$ cat config.mk
export PLATFORM = sky130hd
export DESIGN_NAME = led_cmd_ctrl_flat
export DESIGN_NICKNAME = d
export VERILOG_FILES = /design/src/rtl/led_cmd_ctrl_if.sv /design/src/rtl/led_cmd_ctrl.sv /design/src/flat_wrapper.sv
export SDC_FILE = /design/constraint.sdc
export NUM_CORES = 1
export LEC_CHECK = 0
export CELL_PAD_IN_SITES_DETAIL_PLACEMENT = 0
export CELL_PAD_IN_SITES_GLOBAL_PLACEMENT = 2
export CORE_MARGIN = 5
export CORE_UTILIZATION = 35
export CTS_BUF_LIST = sky130_fd_sc_hd__clkbuf_8
export DETAILED_ROUTE_END_ITERATION = 7
export GPL_ROUTABILITY_DRIVEN = 1
export GPL_TIMING_DRIVEN = 1
export PLACE_DENSITY = 0.88
export SYNTH_ARGS = -nofsm -noshare
export SYNTH_HDL_FRONTEND = slang
export SYNTH_SLANG_ARGS = --single-unit
$ cat constraint.sdc
create_clock -name clk -period 2.7 [get_ports clk]
set_input_delay 0.54 -clock clk [delete_from_list [all_inputs] [get_ports clk]]
set_output_delay 0.54 -clock clk [all_outputs]
set_load 0.005 [all_outputs]
$ cat src/rtl/led_cmd_ctrl_if.sv
// Byte stream from the UART receiver into the LED command controller.
interface led_cmd_ctrl_if;
  logic [7:0] rx_data;
  logic       rx_valid;

  modport master (output rx_data, output rx_valid);
  modport slave  (input  rx_data, input  rx_valid);
endinterface

$ cat src/rtl/led_cmd_ctrl.sv
// LED command controller.
// Hex-digit bytes light one LED, "S" sets all, "C" clears all. Any other
// byte runs an all-on/all-off error-flash burst, then restores the previous
// pattern. ESC aborts a burst early. Other bytes received during a burst are
// dropped and counted in a saturating counter.
// Optional macro LED_CMD_ACK_EN adds the ack_data/ack_valid response ports.
module led_cmd_ctrl #(
  parameter int unsigned NUM_LEDS      = 8,
  parameter int unsigned FLASH_CYCLES  = 100_000_000,
  parameter int unsigned FLASH_REPEATS = 4
) (
  input  logic                clk,
  input  logic                rst,
  led_cmd_ctrl_if.slave       rx,
  output logic [NUM_LEDS-1:0] leds,
  output logic                busy,
  output logic [7:0]          drop_cnt
`ifdef LED_CMD_ACK_EN
  ,
  output logic [7:0]          ack_data,
  output logic                ack_valid
`endif
);

  localparam int unsigned PW = $clog2(FLASH_CYCLES + 1);
  localparam int unsigned RW = $clog2(FLASH_REPEATS + 1);
  localparam logic [PW-1:0] PHASE_LAST = PW'(FLASH_CYCLES - 1);
  localparam logic [RW-1:0] REP_TOTAL  = RW'(FLASH_REPEATS);

  localparam logic [7:0] CMD_SET = 8'h53;
  localparam logic [7:0] CMD_CLR = 8'h43;
  localparam logic [7:0] CMD_ESC = 8'h1B;
  localparam logic [7:0] ACK_OK  = 8'h4B;
  localparam logic [7:0] ACK_ERR = 8'h45;
  localparam logic [7:0] ACK_BSY = 8'h42;

  typedef enum logic [1:0] {
    IDLE,
    FLASH_ON,
    FLASH_OFF
  } state_t;

  state_t              state, state_n;
  logic [NUM_LEDS-1:0] leds_n;
  logic [NUM_LEDS-1:0] saved, saved_n;
  logic                busy_n;
  logic [7:0]          drop_n;
  logic [PW-1:0]       phase, phase_n;
  logic [RW-1:0]       rep, rep_n;
  logic [RW-1:0]       rep_inc;
  logic [7:0]          drop_inc;

  logic                hex_ok;
  logic [3:0]          hex_idx;
  logic                idx_ok;
  logic [NUM_LEDS-1:0] one_hot;
  logic                esc;

`ifdef LED_CMD_ACK_EN
  logic [7:0] ack_data_n;
  logic       ack_valid_n;
`endif

  // Decode the received byte into a hex index and the one-hot LED pattern.
  always_comb begin
    hex_ok  = 1'b0;
    hex_idx = '0;
    if (rx.rx_data >= 8'h30 && rx.rx_data <= 8'h39) begin
      hex_ok  = 1'b1;
      hex_idx = 4'(rx.rx_data - 8'h30);
    end else if (rx.rx_data >= 8'h41 && rx.rx_data <= 8'h46) begin
      hex_ok  = 1'b1;
      hex_idx = 4'(rx.rx_data - 8'h37);
    end else if (rx.rx_data >= 8'h61 && rx.rx_data <= 8'h66) begin
      hex_ok  = 1'b1;
      hex_idx = 4'(rx.rx_data - 8'h57);
    end
    idx_ok = hex_ok && ({1'b0, hex_idx} < 5'(NUM_LEDS));
    for (int unsigned i = 0; i < NUM_LEDS; i++) begin
      one_hot[i] = (hex_idx == 4'(i));
    end
    esc      = rx.rx_valid && (rx.rx_data == CMD_ESC);
    drop_inc = (drop_cnt == 8'hFF) ? drop_cnt : drop_cnt + 8'd1;
    rep_inc  = rep + RW'(1);
  end

  // Next-state and output logic for command decode and the flash burst.
  always_comb begin
    state_n = state;
    leds_n  = leds;
    saved_n = saved;
    busy_n  = busy;
    drop_n  = drop_cnt;
    phase_n = phase;
    rep_n   = rep;
`ifdef LED_CMD_ACK_EN
    ack_valid_n = 1'b0;
    ack_data_n  = ack_data;
`endif
    unique case (state)
      IDLE: begin
        if (rx.rx_valid) begin
          if (idx_ok) begin
            leds_n  = one_hot;
            saved_n = one_hot;
`ifdef LED_CMD_ACK_EN
            ack_valid_n = 1'b1;
            ack_data_n  = ACK_OK;
`endif
          end else if (rx.rx_data == CMD_SET) begin
            leds_n  = '1;
            saved_n = '1;
`ifdef LED_CMD_ACK_EN
            ack_valid_n = 1'b1;
            ack_data_n  = ACK_OK;
`endif
          end else if (rx.rx_data == CMD_CLR) begin
            leds_n  = '0;
            saved_n = '0;
`ifdef LED_CMD_ACK_EN
            ack_valid_n = 1'b1;
            ack_data_n  = ACK_OK;
`endif
          end else begin
            saved_n = leds;
            leds_n  = '1;
            busy_n  = 1'b1;
            phase_n = '0;
            rep_n   = '0;
            state_n = FLASH_ON;
`ifdef LED_CMD_ACK_EN
            ack_valid_n = 1'b1;
            ack_data_n  = ACK_ERR;
`endif
          end
        end
      end

      FLASH_ON, FLASH_OFF: begin
        if (esc) begin
          leds_n  = saved;
          busy_n  = 1'b0;
          phase_n = '0;
          rep_n   = '0;
          state_n = IDLE;
`ifdef LED_CMD_ACK_EN
          ack_valid_n = 1'b1;
          ack_data_n  = ACK_OK;
`endif
        end else begin
          // A byte is dropped even on the final terminal count; the restore
          // below proceeds independently of it.
          if (rx.rx_valid) begin
            drop_n = drop_inc;
`ifdef LED_CMD_ACK_EN
            ack_valid_n = 1'b1;
            ack_data_n  = ACK_BSY;
`endif
          end
          if (phase != PHASE_LAST) begin
            phase_n = phase + PW'(1);
          end else begin
            phase_n = '0;
            if (state == FLASH_ON) begin
              leds_n  = '0;
              state_n = FLASH_OFF;
            end else begin
              rep_n = rep_inc;
              if (rep_inc < REP_TOTAL) begin
                leds_n  = '1;
                state_n = FLASH_ON;
              end else begin
                rep_n   = '0;
                leds_n  = saved;
                busy_n  = 1'b0;
                state_n = IDLE;
              end
            end
          end
        end
      end

      default: begin
        state_n = IDLE;
      end
    endcase
  end

  // State and output registers with synchronous active-low reset.
  always_ff @(posedge clk) begin
    if (!rst) begin
      state    <= IDLE;
      leds     <= '0;
      saved    <= '0;
      busy     <= 1'b0;
      drop_cnt <= '0;
      phase    <= '0;
      rep      <= '0;
`ifdef LED_CMD_ACK_EN
      ack_data  <= '0;
      ack_valid <= 1'b0;
`endif
    end else begin
      state    <= state_n;
      leds     <= leds_n;
      saved    <= saved_n;
      busy     <= busy_n;
      drop_cnt <= drop_n;
      phase    <= phase_n;
      rep      <= rep_n;
`ifdef LED_CMD_ACK_EN
      ack_data  <= ack_data_n;
      ack_valid <= ack_valid_n;
`endif
    end
  end

endmodule

$ cat src/flat_wrapper.sv
// flat-port wrapper written by rule: the top's interface ports become plain ports
module led_cmd_ctrl_flat 
#(
  parameter int unsigned NUM_LEDS      = 8,
  parameter int unsigned FLASH_CYCLES  = 100_000_000,
  parameter int unsigned FLASH_REPEATS = 4
)
  (clk, rst, leds, busy, drop_cnt, rx_rx_data, rx_rx_valid);
  led_cmd_ctrl_if rx_i ();
  input  logic clk;
  input  logic rst;
  output logic [NUM_LEDS-1:0] leds;
  output logic busy;
  output logic [7:0] drop_cnt;
  input wire logic [$bits(rx_i.rx_data)-1:0] rx_rx_data;
  input wire logic [$bits(rx_i.rx_valid)-1:0] rx_rx_valid;
  assign rx_i.rx_data = rx_rx_data;
  assign rx_i.rx_valid = rx_rx_valid;
  led_cmd_ctrl #(.NUM_LEDS(NUM_LEDS), .FLASH_CYCLES(FLASH_CYCLES), .FLASH_REPEATS(FLASH_REPEATS)) u_core (.clk(clk), .rst(rst), .rx(rx_i), .leds(leds), .busy(busy), .drop_cnt(drop_cnt));
endmodule
; ---- Yosys cells after proc, flatten, opt, wreduce, memory -nomap -nowiden
; Cells that the tools add are included.
[word_totals]
regBits = 57
in_bits = 11
out_inout_bits = 17
word_cells = 112
[classes]
addsub = 6
order_cmp = 8
eq_ne = 21
mux = 52
bitwise_logic = 2
reduce_logical = 16
[op_table]
columns = cell, n
row1 = $mux W27, 6
row2 = $mux W8, 11
row3 = $pmux W27 S2, 1
row4 = $add A27 B1 Y27 const B, 1
row5 = $ne A27 B27 Y1 const B, 1
row6 = $mux W3, 8
row7 = $eq A4 B3 Y1 const B, 4
row8 = $eq A8 B7 Y1 const B, 2
row9 = $ge A8 B7 Y1 const B, 2
row10 = $le A8 B7 Y1 const B, 2
row11 = $pmux W8 S2, 1
row12 = $mux W2, 7
row13 = $mux W1, 12
row14 = $mux W4, 3
row15 = $reduce_and A5 Y1, 2
row16 = $ne A3 B2 Y1 const B, 3
row17 = $add A8 B1 Y8 const B, 1
row18 = $eq A4 B2 Y1 const B, 2
row19 = $eq A8 B5 Y1 const B, 1
row20 = $eq A8 B8 Y1 const B, 1
row21 = $ge A8 B6 Y1 const B, 1
row22 = $le A8 B6 Y1 const B, 1
row23 = $ne A2 B2 Y1 const B, 4
row24 = $reduce_and A8 Y1, 1
row25 = 21 further kinds, 27

; ---- Longest topological paths before layout
; Gate-level depths: netlist (run 1).
[depth]
ltp_word = 10
mapped_depth = 10

; ---- Worst setup path before layout (run 1)
; OpenSTA, ideal clock, no wires.
[synth_timing]
kind = input to register
start = input port rx_rx_data[2]
end = register u_core.rep[0]
setup_ps = 116
arrival_time_ps = 2051
t_required_ps = 2584
path_slack_ps = 532
stages = 6
n_path_buf = 1
cell_sequence = buf_6 > or4b_4 > o21ai_4 > a21oi_1 > o311a_1 > a41o_1
[synth_between]
elab_chain_cells = 9
[synth_rtl]
columns = item, line_no
row1 = start: declaration, flat_wrapper.sv:15  ; input wire logic [$bits(rx_i.rx_data)-1:0] rx_rx_data;
row2 = $ge A8 B7 Y1 or $le A8 B7 Y1 (tied branches), led_cmd_ctrl.sv:74  ; end else if (rx.rx_data >= 8'h61 && rx.rx_data <= 8'h66) begin
row3 = $logic_and A1 B1 Y1, led_cmd_ctrl.sv:74
row4 = $mux W4, led_cmd_ctrl.sv:74
row5 = $mux W4, led_cmd_ctrl.sv:71  ; end else if (rx.rx_data >= 8'h41 && rx.rx_data <= 8'h46) begin
row6 = $mux W4, led_cmd_ctrl.sv:68  ; if (rx.rx_data >= 8'h30 && rx.rx_data <= 8'h39) begin
row7 = $lt A4 B4 Y1, led_cmd_ctrl.sv:78  ; idx_ok = hex_ok && ({1'b0, hex_idx} < 5'(NUM_LEDS));
row8 = $logic_and A1 B1 Y1, led_cmd_ctrl.sv:78
row9 = $ne A2 B2 Y1 (no source line), -
row10 = $reduce_and A7 Y1 (no source line), -
row11 = end signal: assignment, led_cmd_ctrl.sv:210  ; rep <= rep_n;
row12 = end: declaration, led_cmd_ctrl.sv:49  ; logic [RW-1:0] rep, rep_n;
; Parallel ways exist; a longest one is shown, timed or not.
; A chain may end at the register's enable or synchronous reset.

; ---- Final worst setup path (run 1)
[layout_timing]
start = input port rx_rx_data[0]
end = register u_core.phase[15]
[layout_between]
elab_chain_cells = 9
[layout_rtl]
columns = item, line_no
row1 = $ge A8 B7 Y1 or $le A8 B7 Y1 (tied branches), led_cmd_ctrl.sv:74
row2 = $logic_and A1 B1 Y1, led_cmd_ctrl.sv:74
row3 = $mux W4, led_cmd_ctrl.sv:74
row4 = $mux W4, led_cmd_ctrl.sv:71
row5 = $mux W4, led_cmd_ctrl.sv:68
row6 = $lt A4 B4 Y1, led_cmd_ctrl.sv:78
row7 = $logic_and A1 B1 Y1, led_cmd_ctrl.sv:78
row8 = $ne A2 B2 Y1 (no source line), -
row9 = $reduce_and A5 Y1 (no source line), -
row10 = end signal: assignment, led_cmd_ctrl.sv:209  ; phase <= phase_n;
row11 = end: declaration, led_cmd_ctrl.sv:48  ; logic [PW-1:0] phase, phase_n;
; Parallel ways exist; a longest one is shown, timed or not.

==> out/results.txt, run 1 <==
filler cell count: 912
routed len/inst: 15.4 µm
RSZ-0062 raised after global routing: false
CP Data Arrival Time: 2620 ps
Total GRT Usage: 15.1%
die area: 0.0113 mm²
CP Cell Sequence: clkdlybuf4s50_1, ha_1, or4b_4, o221ai_4, buf_4, buf_12, a2111oi_0, xnor2_1, nor2_1
Die W: 106 µm
DP Worst Slack: -42.0 ps
Post-synth EDFFs: 0
CTS tree: done
DP Wirelength: 6140 µm
slowest CP cell: a2111oi_0
Fin. Hold Viols: 0
multi-input logic area: 0.00196 mm²
Leak: 1.31 nW
ys flop type: dfxtp_1
final setup violation count: 0
residual DRC count: 0
DR iter-0 viols: 113
Initial Util: 35.5%
Worst setup EP type: flip-flop
most common cell after layout, fill and taps aside: dfxtp_1
Final min period: 2410 ps
outcome: complete, no violations
drt first pass iters: 4
peak supply drop: 0.315 mV
CTS Buffer Depth: 2
Vias: 3038
# port buffers: 27
ant diodes: 0
number of global-route vias before repair: 2975
share of layout cells above drive strength 1: 15.4%
post-synthesis cell area: 0.00324 mm²
Max transition margin: 50.3%
Yosys cell types: 60
core area: 0.00911 mm²
maximum operating frequency: 415 MHz
startpoint types: input port
Max Cap Viol: 0
final non-filler cell area: 0.00398 mm²
post-CTS sizing: 0
Yosys Warn Count: 0
Crit Path Class: input port to flip-flop
Die Ht: 106 µm
first-pass GRT wire length: 14200 µm
Least-Margin Pin Slew: 742 ps
Hold-fix buffers, CTS: 0
Yosys reg bits: 56
Synth-to-Final Area Change: 22.9%
delay-heaviest family, CP: buffers and inverters
DR vias/cell: 5.55
io pins: 28
H-tree depth: 2
ys async rst share: 0%
total wire length: 8410 µm
Post-Syn Area per Cell: 8.51 µm²
dpl cell area: 0.00387 mm²
Clock Sinks: 56
antenna viol nets, final: 0
initial antenna violation count: 0
post-CTS repair timing setup buffer count: 0
Syn Nets: 401
Crit path buffers/inverters: 3
Skew-Pair Late Insertion Delay: 310 ps
Min-Delay Path Class: flip-flop to flip-flop
largest net degree at the start of global routing: 28
clk_skew: 5.52 ps
commonest cells after routing, fill and taps aside: 56 x dfxtp_1, 38 x nor2_1, 36 x buf_4
clock slew at reported path FFs: 100 ps
nets: 456
Pwr Density: 715 mW/mm²
Slew Viols, Final: 0
maximum fanout along the worst path: 16
CP peak stage delay: 510 ps
TritonCTS Buffers: 5
FF+latch area: 0.00112 mm²
Placer Congestion: 0.821
period utilization: 89.2%
post-synthesis sequential area ratio: 34.6%
final worst setup slack: 291 ps
row count: 35
post-synthesis instance total: 380
grt total ovfl: 0
clock root cell: clkbuf_8
CP required: 2910 ps
[path summary, 6_finish.rpt]
check                           cells after the start               end  slack, ps            start
worst min-delay path                                2   u_core.phase[1]        470  u_core.phase[1]
worst min register to register                      2   u_core.phase[1]        470  u_core.phase[1]
worst max-delay path                                9  u_core.phase[15]        290    rx_rx_data[0]
worst max register to register                      9  u_core.phase[15]        490  u_core.state[0]
[final cells by class]
type	instances	share of cell area, %
inverters	13	1.23
clock inverters	3	0.976
multi-input cells	293	49.3
flip-flops and latches	56	28.2
repair buffers	66	15.1
clock buffers	5	1.73
well taps	111	3.49
[layer usage]
layer / up-vias / part of all wire [%] / GRT usage, % / wire [µm]
met1: 1448 / 46 / 19.0 / 3870
li1: 1520 / - / - / -
met3: 9 / 3.0 / 2.49 / 254
met5: - / 0 / 0 / 0
met2: 61 / 50 / 26.4 / 4200
met4: 0 / 1.0 / 4.26 / 87
[state kept, by name (all words and copies together), names as in the netlist]
signal           count
u_core.saved         8
u_core.drop_cnt      8
u_core.state         2
u_core.leds          8
u_core.busy          1
u_core.rep           2
u_core.phase        27
[synthesized netlist by cell type, drive strengths merged (3+ instances only)]
master   count  share of area, %
buf         11               2.5
clkbuf       7              0.81
nor4b        4               1.1
and4         5               1.4
a211oi      11               2.6
o211ai       3              0.70
ha          10               3.9
a2111oi      9               2.4
nand4        6               1.2
xnor2       31               8.4
inv         12               1.4
and2         4              0.77
nor3         8               1.2
o21ai       31               5.5
a21o         3              0.70
nand2       26               3.0
a21oi       13               2.0
and3         3              0.58
nor2        48               6.3
a221oi       8               2.2
nand3       18               2.8
nor4         5              0.97
o32ai        3               1.0
a21boi       4               1.0
a31oi       10               1.9
dfxtp       56                35
[tightest hold or removal path, stage by stage (launching register included)]
cell	delay, ps
dfxtp_1	330
nand2_1	60
a21oi_1	50
[where the power goes]
group,switching (mW),internal [mW],total (mW)
combinational,0.671,0.578,1.25
clock,0.273,0.272,0.546
sequential,0.0918,0.955,1.05
[metrics by stage]
stage / utilization (%) / std cells / TNS (ps) / total power, mW / hold WS, ps
after floorplan: - / 380 / 0 / 1.77 / 444
after global placement: 42.5 / 539 / -6.07 / 2.31 / 459
after detailed placement: 42.5 / 539 / -135 / 2.32 / 462
after CTS: 43.6 / 547 / 0 / 2.88 / 476
after global routing: 43.6 / 547 / 0 / 3.03 / 504
final: 43.6 / 547 / 0 / 2.84 / 474
[cells by family after synthesis]
group	count (synthesis)	share of synthesized area (%)
buffers and inverters	31	4.83
and+or+nand+nor	140	22.9
adders and majority gates	10	3.87
xor gates and xnor gates	31	8.39
AOI/OAI and AO/OA	112	25.3
DFF	56	34.6
No activity file was read; power rests on OpenSTA's default activity.
==> run 2, diff against run 1 <==
--- a/config.mk
+++ b/config.mk
@@ -7,9 +7,10 @@
 export LEC_CHECK = 0
 export CELL_PAD_IN_SITES_DETAIL_PLACEMENT = 0
 export CELL_PAD_IN_SITES_GLOBAL_PLACEMENT = 2
-export CORE_MARGIN = 5
+export CORE_MARGIN = 1.5
 export CORE_UTILIZATION = 35
 export CTS_BUF_LIST = sky130_fd_sc_hd__clkbuf_8
+export CTS_CLUSTER_DIAMETER = 150
 export DETAILED_ROUTE_END_ITERATION = 7
 export GPL_ROUTABILITY_DRIVEN = 1
 export GPL_TIMING_DRIVEN = 1
==> run 2 against run 1 <==
  * Critical path depth down 2
  * Die area fell by 13%
  * Clock-buffer cell count stayed put
  * Maximum frequency decreased by 2.2%
  * Sequential share of layout area up 0.26 points
  * Global-route usage increased by 2.1 points
  * Via count is essentially flat
  * Highest routed layer unchanged
  * Sequential power about the same
  * Wire length fell by 4.1%
  * Combinational power is essentially flat
  * Setup slack got worse by 55 ps
  * Utilization is 0.87 points higher
==> out/results.txt, run 2 (synthesis results as in run 1) <==
grt total ovfl: 0
Leak: 1.29 nW
routed len/inst: 14.8 µm
Max Cap Viol: 0
total wire length: 8060 µm
Hold EP: u_core.phase[1]
Post-Route M1 WL: 4020 µm
highest metal used: met4
max reg flops: 27
RSZ-0062 raised after global routing: false
first-pass GRT wire length: 13800 µm
Sw Share: 38.2%
Final min period: 2460 ps
Worst setup EP type: flip-flop
number of global-route vias before repair: 2842
io pins: 28
DR iter-0 viols: 163
Fin. Hold Viols: 0
post-CTS repair timing setup buffer count: 0
clock slew at reported path FFs: 100 ps
setup TNS: 0 ps
Clock Sinks: 56
most common cell after layout, fill and taps aside: dfxtp_1
Least-Margin Pin Slew: 683 ps
Initial Util: 36.6%
Synth-to-Final Area Change: 21.7%
initial antenna violation count: 0
die area: 0.00983 mm²
Worst R2R Path Depth: 7
final setup violation count: 0
nets: 457
DR vias/cell: 5.58
sw power: 1.05 mW
Placer Congestion: 0.888
maximum fanout along the worst path: 9
Die Ht: 99.2 µm
Max transition margin: 54.3%
DP Worst Slack: -94.4 ps
maximum operating frequency: 406 MHz
worst r2r src: u_core.state[0]
commonest cells after routing, fill and taps aside: 56 x dfxtp_1, 39 x buf_4, 38 x nor2_1
peak supply drop: 0.370 mV
largest register by flop count: u_core.phase
Crit path buffers/inverters: 1
WHS Path Cells: 2
Pint: 1.71 mW
setup slack, reg-to-reg: 510 ps
clock share of power: 17.1%
delay-heaviest family, CP: simple AND/OR/NAND/NOR gates
clock root cell: clkbuf_8
cell repeated most along the worst path: nor2_1
Sequential Power Share: 37.9%
share of layout cells above drive strength 1: 15.8%
post-CTS sizing: 0
residual DRC count: 0
final worst setup slack: 236 ps
Placed Cells incl. Taps: 537
startpoint types: input port
Total GRT Usage: 17.2%
TritonCTS Buffers: 5
H-tree depth: 2
Comb pwr share: 45.1%
CTS tree: done
final std cells w/o fill: 545
Die W: 99.2 µm
DP Wirelength: 5860 µm
CP Data Arrival Time: 2670 ps
Vias: 3040
# port buffers: 27
Skew-Pair Late Insertion Delay: 320 ps
Hold-fix buffers, CTS: 0
post-layout util: 44.5%
met2 wire length: 3520 µm
slowest CP cell: or4b_4
Crit Path Class: input port to flip-flop
Slew Viols, Final: 0
Pwr Density: 701 mW/mm²
worst hold path startpoint: u_core.phase[1]
CP peak stage delay: 520 ps
outcome: complete, no violations
ant diodes: 0
largest net degree at the start of global routing: 28
antenna viol nets, final: 0
CTS Buffer Depth: 2
period utilization: 91.2%
core area: 0.00885 mm²
Reg-to-Reg End: u_core.phase[22]
drt first pass iters: 5
Min-Delay Path Class: flip-flop to flip-flop
total power: 2.76 mW
CP required: 2900 ps
row count: 34
clk_skew: 16.0 ps
CP Cell Sequence: clkdlybuf4s50_1, ha_1, or4b_4, nor3_1, nor2_1, a221oi_1, nor2_1
routed wl met3: 432 µm
-- run 2: changes by cell type in the layout (fill, tap and decap cells not counted) --
cell,delta
bufinv_16,-1
buf_12,-2
clkinvlp_4,+2
inv_1,-1
buf_4,+3
clkinv_2,-1
clkinv_4,+1
-- run 2: tightest hold or removal path, stage by stage (launching register included) --
cell,delay (ps)
dfxtp_1,340
nand2_1,50
a21oi_1,50
-- run 2: routing by layer --
metal  GRT usage (%)  vias to the layer above
met5               0                        -
met4            4.88                        0
met3            3.16                        7
met2            26.4                       78
met1            24.9                     1430
li1                -                     1525
-- run 2: layout make-up --
class | instances | area [µm²]
clock inverters | 3 | 23.8
repair buffers | 67 | 583
well taps | 108 | 135
fillers | 878 | 4910
clock buffers | 5 | 68.8
inverters | 13 | 48.8
flip-flops and latches | 56 | 1120
multi-input cells | 293 | 1960
-- run 2: power groups by stage --
stage / Sequential [mW] / Clock (mW) / Combinational, mW
2_1_floorplan: 1.05 / 0 / 0.717
3_3_place_gp: 1.06 / 0 / 1.23
3_5_place_dp: 1.06 / 0 / 1.23
4_1_cts: 1.05 / 0.495 / 1.24
5_1_grt: 1.06 / 0.520 / 1.39
6_report: 1.04 / 0.471 / 1.24
-- run 2: how the worst max path moves through the flow --
stage                        from          endpoint  depth (start not counted)
floorplan           rx_rx_data[2]     u_core.rep[0]                          6
global placement    rx_rx_data[0]   u_core.saved[5]                         10
detailed placement  rx_rx_data[1]   u_core.saved[3]                          7
CTS                 rx_rx_data[1]  u_core.phase[15]                          8
global route        rx_rx_data[0]   u_core.saved[7]                         10
finish              rx_rx_data[1]   u_core.saved[3]                          7
-- run 2: metrics by stage --
| step | area [µm²] | hold WS [ps] |
|---|---|---|
| 6_report | 3940 | 476 |
| 5_1_grt | 3940 | 493 |
| 4_1_cts | 3940 | 481 |
| 3_5_place_dp | 3850 | 465 |
| 3_3_place_gp | 3850 | 464 |
| 2_1_floorplan | 3240 | 444 |
